`src/rtl/matmul_sequencer.sv`:
```
// matmul_sequencer: walks i/j/k indices over A/B memories, accumulates dot products
// and writes each C element; one MAC pass of N+1 cycles plus one write cycle per element.
module matmul_sequencer #(
  parameter int DATA_W = 32,
  parameter int ADDR_W = 4,
  parameter int MAX_N  = 4
) (
  input  logic              clk,
  input  logic              rst,
  input  logic              start,
  input  logic [3:0]        matrix_size,
  output logic [ADDR_W-1:0] a_addr,
  output logic [ADDR_W-1:0] b_addr,
  input  logic [DATA_W-1:0] a_data,
  input  logic [DATA_W-1:0] b_data,
  output logic [ADDR_W-1:0] result_addr,
  output logic [DATA_W-1:0] result_data,
  output logic              result_we,
  output logic              busy,
  output logic              done,
  output logic              err
);
  typedef enum logic [2:0] {IDLE, MAC, WRITE, DONE, ERR} state_t;
  state_t state_q, state_d;
  logic [3:0] n_q, n_d, i_q, i_d, j_q, j_d, c_q, c_d;
  logic [DATA_W-1:0] acc_q, acc_d, prod;
  logic [ADDR_W-1:0] a_addr_q, a_addr_d, b_addr_q, b_addr_d;
  logic last_col, last_row;
  always_comb begin
    prod = a_data * b_data;
    last_col = j_q == n_q - 4'd1;
    last_row = i_q == n_q - 4'd1;
    state_d = state_q;
    n_d = n_q;
    i_d = i_q;
    j_d = j_q;
    c_d = c_q;
    acc_d = acc_q;
    a_addr_d = a_addr_q;
    b_addr_d = b_addr_q;
    case (state_q)
      IDLE: if (start) begin
        if (matrix_size == 4'd0 || matrix_size > 4'(MAX_N)) state_d = ERR;
        else begin
          state_d = MAC;
          n_d = matrix_size;
          i_d = 4'd0;
          j_d = 4'd0;
          c_d = 4'd0;
          a_addr_d = '0;
          b_addr_d = '0;
        end
      end
      MAC: begin
        c_d = c_q + 4'd1;
        // operands for index c arrive one cycle after their address, hence the c-1 lag
        acc_d = (c_q == 4'd1) ? prod : (c_q > 4'd1) ? acc_q + prod : acc_q;
        if (c_q + 4'd1 < n_q) begin
          a_addr_d = ADDR_W'(i_q * n_q + c_q + 4'd1);
          b_addr_d = ADDR_W'((c_q + 4'd1) * n_q + j_q);
        end
        if (c_q == n_q) state_d = WRITE;
      end
      WRITE: if (last_col && last_row) state_d = DONE;
      else begin
        state_d = MAC;
        j_d = last_col ? 4'd0 : j_q + 4'd1;
        i_d = last_col ? i_q + 4'd1 : i_q;
        c_d = 4'd0;
        a_addr_d = ADDR_W'(i_d * n_q);
        b_addr_d = ADDR_W'(j_d);
      end
      default: state_d = IDLE;
    endcase
  end
  always_ff @(posedge clk or posedge rst) begin
    if (rst) begin
      state_q <= IDLE;
      n_q <= 4'd0;
      i_q <= 4'd0;
      j_q <= 4'd0;
      c_q <= 4'd0;
      acc_q <= '0;
      a_addr_q <= '0;
      b_addr_q <= '0;
    end else begin
      state_q <= state_d;
      n_q <= n_d;
      i_q <= i_d;
      j_q <= j_d;
      c_q <= c_d;
      acc_q <= acc_d;
      a_addr_q <= a_addr_d;
      b_addr_q <= b_addr_d;
    end
  end
  assign a_addr = a_addr_q;
  assign b_addr = b_addr_q;
  assign result_we = state_q == WRITE;
  assign result_addr = result_we ? ADDR_W'(i_q * n_q + j_q) : '0;
  assign result_data = result_we ? acc_q : '0;
  assign busy = state_q != IDLE;
  assign done = state_q == DONE || state_q == ERR;
  assign err = state_q == ERR;
endmodule

```
`config.mk`:
```
export PLATFORM = sky130hd
export DESIGN_NAME = matmul_sequencer
export DESIGN_NICKNAME = d
export VERILOG_FILES = /design/src/rtl/matmul_sequencer.sv
export SDC_FILE = /design/constraint.sdc
export NUM_CORES = 1
export LEC_CHECK = 0
export CAP_MARGIN = 20
export CORE_UTILIZATION = 50
export CTS_BUF_LIST = sky130_fd_sc_hd__clkbuf_8
export DETAILED_ROUTE_END_ITERATION = 10
export PLACE_DENSITY = 0.75
export RECOVER_POWER = 50
export SETUP_SLACK_MARGIN = 0.05
export SYNTH_ARGS = -nofsm -noshare
export SYNTH_HDL_FRONTEND = slang
export SYNTH_SLANG_ARGS = --single-unit
```
`constraint.sdc`:
```
create_clock -name clk -period 11.65 [get_ports clk]
set_input_delay 2.33 -clock clk [delete_from_list [all_inputs] [get_ports clk]]
set_output_delay 2.33 -clock clk [all_outputs]
set_load 0.02 [all_outputs]
```
== After elaboration in Yosys (flattened, before gate mapping) ==
Index checks and enable logic that the tools add are counted.

* Output and inout port bits: 48
* Logic and storage cells: 77
* Bits of input ports: 71
* Flip-flop bits (word level): 59

* Multipliers: 4
* Add/subtract/negate cells: 9
* Bitwise operators: 1
* Reductions and logical operators: 15
* Multiplexer cells: 24
* Eq/ne operators: 13
* $lt $le $gt $ge: 3

{| class="wikitable"
|+ Operators with widths
! kind !! count
|-
| 2-to-1 mux 32 bit || 3
|-
| 2-to-1 mux 4 bit || 11
|-
| case mux 4 bit (3 select lines) || 3
|-
| adder 32 bit || 1
|-
| multiplier 32 x 32 -> 32 bit || 1
|-
| adder 4 x 1 -> 4 bit, second input constant || 4
|-
| case mux 4 bit (2 select lines) || 2
|-
| adder 4 bit || 3
|-
| == test 4 bit || 3
|-
| multiplier 4 x 4 -> 4 bit || 3
|-
| inequality test 2 bit, second input constant || 5
|-
| 2-to-1 mux 3 bit || 3
|-
| case mux 3 bit (3 select lines) || 1
|-
| AND reduction 4 bit || 2
|-
| == test 3 x 2 -> 1 bit, second input constant || 2
|-
| nonzero test 3 bit || 2
|-
| AND reduction 5 bit || 1
|-
| == test 4 x 1 -> 1 bit, second input constant || 1
|-
| greater-than comparator 4 x 1 -> 1 bit, second input constant || 1
|-
| greater-than comparator 4 x 3 -> 1 bit, second input constant || 1
|-
| logical NOT 4 bit || 1
|-
| < comparator 4 bit || 1
|-
| AND reduction 2 bit || 2
|-
| nonzero test 2 bit || 2
|-
| 9 further kinds || 10
|}

== Longest topological paths before layout ==
Gate-level depths: netlist of run 1.

* Depth in word-level cells: 6
* Depth in mapped cells: 41
* Mapped depth without buffers: 39

== Worst setup path after synthesis of run 1 ==
Ideal clock, no wire load.

* Kind: input port to flip-flop
* Start: input port b_data[4]
* End: register acc_q[31]
* Cell stages on the path: 41
* Path slack: 1.254 ns
* Data required time: 11.563 ns
* Setup time: 0.087 ns
* Arrival time: 10.309 ns
* Cells stage by stage: clkbuf_1 > clkbuf_1 > and2_1 > fa_1 > inv_1 > fa_1 > fa_1 > inv_1 > fa_1 > ha_1 > ha_1 > inv_1 > fa_1 > inv_1 > fa_1 > ha_1 > a21oi_1 > nor2_1 > [5 not listed] > nor3_1 > o21bai_1 > a21oi_1 > xnor2_1 > ha_1 > inv_1 > a21oi_1 > a311oi_1 > o21ai_1 > a21oi_1 > o21ai_1 > a21oi_1 > o21bai_1 > a21oi_1 > o21ba_2 > o21a_1 > o211ai_1 > a22oi_1

* Longest elaborated chain between the ends: 4

{| class="wikitable"
|+ RTL lines
! element !! line !! text
|-
| from (decl) || 15 || <nowiki>input logic [DATA_W-1:0] b_data,</nowiki>
|-
| multiplier 32 x 32 -> 32 bit * || 30 || <nowiki>prod = a_data * b_data;</nowiki>
|-
| adder 32 bit || 57 || <nowiki>acc_d = (c_q == 4'd1) ? prod : (c_q > 4'd1) ? acc_q + prod : acc_q;</nowiki>
|-
| 2-to-1 mux 32 bit || 57 ||
|-
| 2-to-1 mux 32 bit * || 57 ||
|-
| to (signal assigned) || 83 || <nowiki>acc_q <= '0;</nowiki>
|-
| to (signal assigned) || 92 || <nowiki>acc_q <= acc_d;</nowiki>
|-
| to (decl) || 26 || <nowiki>logic [DATA_W-1:0] acc_q, acc_d, prod;</nowiki>
|}

Every way passes the cells marked *; elsewhere a longest branch is shown, timed or not. The select of a mux whose other input is x is not followed.
A chain may end at the register's enable or synchronous reset.

== Worst setup path after layout of run 1 ==
* Start: input port b_data[7]
* End: register acc_q[31]

Same word-level chain as after synthesis.

==> results of run 1 <==
[sequential cells by signal, indices dropped and copies added (netlist names)]
name,count
a_addr,4
b_addr,4
state_q,3
acc_q,32
i_q,4
n_q,4
j_q,4
c_q,4
[final timing paths]
path                            slack (ps)                   from  cells past startpoint               endpoint
worst max-delay path                   550              b_data[7]                     30  acc_q[31]$_DFFE_PP0P_
worst max register to register        7080     n_q[0]$_DFFE_PP0P_                     17  a_addr[3]$_DFFE_PP0P_
worst min-delay path                   480  b_addr[1]$_DFFE_PP0P_                      2  b_addr[1]$_DFFE_PP0P_
worst min register to register         480  b_addr[1]$_DFFE_PP0P_                      2  b_addr[1]$_DFFE_PP0P_
max in group asynchronous             5860                    rst                      3  a_addr[1]$_DFFE_PP0P_
min in group asynchronous             3780                    rst                      3   acc_q[7]$_DFFE_PP0P_
[cells in the mapped netlist, drive strengths merged, types with 2 or more instances]
library cell	number
a31o	3
nand4	7
nor4	2
nand3	9
buf	3
a22oi	4
fa	413
o31ai	4
xnor2	126
nor3b	4
o211ai	5
a22o	4
ha	189
a21o	24
and3	8
a31oi	10
nand2	342
nor2	66
a21oi	87
and2	322
dfrtp	59
o21bai	15
inv	433
or3	3
clkbuf	112
nand2b	7
a311o	2
xor2	34
nor2b	6
o21a	4
mux2	3
or2	2
nor3	7
a211oi	6
o21ai	69
a21boi	4
a311oi	3
[metal layers]
layer / up-vias / wire length [µm]
li1: 7457 / -
met1: 8288 / 22100
met2: 450 / 27500
met3: 92 / 2460
met4: 2 / 1730
met5: - / 13
[cells by family after synthesis]
family,after synthesis,share of synthesized area
compound gates,256,0.0756
xor+xnor,160,0.0663
fa+ha+maj,602,0.503
buf+inv,548,0.0975
flops,59,0.0699
mux,4,0.00207
simple gates,790,0.185
[worst max-delay path: cells and delay by family]
kind,cells,cell delay [ps]
fa+ha+maj,10,4580
compound gates,11,1920
buf+inv,5,1330
simple gates,3,960
xor+xnor,1,120
[area by class of cell]
| type | instances | area [µm²] | area share |
|---|---|---|---|
| sequential | 59 | 1480 | 0.0637 |
| clock buffer | 11 | 151 | 0.00654 |
| timing repair buffer | 174 | 1610 | 0.0696 |
| antenna | 2 | 5.00 | 0.000216 |
| tap | 532 | 666 | 0.0287 |
| clock inverter | 5 | 21.3 | 0.000918 |
| multi-input combinational | 1812 | 17600 | 0.760 |
| inverter | 433 | 1630 | 0.0702 |
[stage by stage]
step | utilization | setup TNS (ps) | worst slack, ps
global route | 0.561 | 0 | 54.5
finish | 0.561 | 0 | 549
floorplan | - | 0 | 1250
global placement | 0.556 | 0 | 260
detailed placement | 0.556 | -4.59 | -4.59
CTS | 0.561 | 0 | 345
==> metrics, run 1 <==
number of buffers created by CTS=9; routed wire length=approximately 54000 µm; detailed-route wire length per cell=17.8 µm; commonest cells after routing, fill and taps aside=434 x sky130_fd_sc_hd__inv_1, 413 x sky130_fd_sc_hd__fa_1, 342 x sky130_fd_sc_hd__nand2_1, 322 x sky130_fd_sc_hd__and2_1, 189 x sky130_fd_sc_hd__ha_1; count of antenna-violating nets left after detailed routing=0; count of flip-flops with a built-in enable after synthesis=0; TritonCTS clock tree=yes; First-pass DRT Iterations=5; pin count of the biggest net entering global routing=60; Layout Cells excl Fill=3028; vias in the first global route=17417; vias after detailed routing=16289; root buffer selected by CTS=sky130_fd_sc_hd__clkbuf_8; sequential fraction of the synthesis area=0.0699; biggest area consumer among synthesized cells=sky130_fd_sc_hd__fa_1; leading cell types by total area after synthesis=sky130_fd_sc_hd__fa_1 39%, sky130_fd_sc_hd__ha_1 11%, sky130_fd_sc_hd__and2_1 9.5%; number of post-CTS setup repair buffers=0; synth unique cells=between 60 and 70; Top Usage Layer GRT=met2; top_reg_cell synth=sky130_fd_sc_hd__dfrtp_1; instance area after placement=23000 µm²; Die Footprint=between 40000 and 50000 µm²; area of the core region=slightly above 40000 µm²; number of nets produced by synthesis=slightly above 3000; Arrival @ worst endpoint=11280 ps; cell area after technology mapping=approximately 21000 µm²; starting density of the core=0.512; drt drc=0; Top Ports=roughly 120; CP Data Required Time=roughly 12000 ps; delay of the slowest cell on the worst path=~840 ps; number of buffers on the longest clock path=2; critical path's most frequent cell=sky130_fd_sc_hd__fa_1; worst skew pair latency=~360 ps; number of antenna violations at the first check in global routing=3; Relative slew margins=-1.35; type of the setup path with the least slack=input port to flip-flop; most common cell after layout, fill and taps aside=sky130_fd_sc_hd__inv_1; relative area change from synthesis to final layout=9.65%; overall routing resource usage=0.258; starting DRC count in detailed routing=between 900 and 1000; final design instance area without fill=23200 µm²; Max Slew Vio Count=between 60 and 70; routing usage on met3=0.0241; number of placed instances with taps included=3010; placer's final routability congestion estimate=between 0.9 and 1; number of warnings issued by yosys=0; final clock period utilization by the worst path=0.953; count of mapped cells out of synthesis=between 2000 and 2500; portion of synthesized cell area occupied by the leading cell type=0.391; final clock skew=between 10 and 15 ps; Setup violations, final=0; Clk pin slew, worst setup/hold paths=around 70 ps; HPWL after detailed placement=about 46000 µm; met1 track utilization from global routing=0.332; highest clock frequency the design can meet=90.1 MHz; first-pass GRT wire length=88900 µm; height of the die=a little over 200 µm; standard cell with the maximum stage delay on the critical path=sky130_fd_sc_hd__clkdlybuf4s50_1; number of maximum-capacitance constraint violations=2; final worst path period need=approximately 11000 ps; share of async-settable or async-resettable flops after synthesis=1.00; CP Launch Type=input port; endpoint type of the worst setup path=flip-flop; count of buffers inserted at the top-level ports=118; slew of the pin with the lowest slew margin=roughly 3500 ps; ratio of routed vias to standard cells=around 5.4; fill count=between 3000 and 4000; violated checks=max-capacitance violations, max-slew violations; final-stage net count=about 3200; hold-fix buffers at CTS=0; outcome=finished with violations; Max Fanout on Critical Path=13; chip width=208 µm; count of state elements after synthesis=59; final hold slack=479 ps; # rows=74; gr ovfl total=0; met2 track utilization from global routing=0.455; setup repair after global routing missed its margin=no; fraction of layout instances using a drive strength above 1=0.0345; Avg Synthesized Cell Area=8.73 µm²; count of endpoints failing hold in the final timing report=0; CTS resizes=0; H-Tree Depth=3; class of the worst hold path=flip-flop to flip-flop; clk sink count=just under 60
Power of run 1 is not shown: default switching activity piles up to over one toggle a cycle in this logic, so the estimate is an artifact.
==> run 2, diff against run 1 <==
CTS_CLUSTER_DIAMETER = 150   (was default)
==> results of run 2 <==
The final DEF is identical to that of run 1; final timing and power are the same.
Power of run 2 is left out for the same reason.
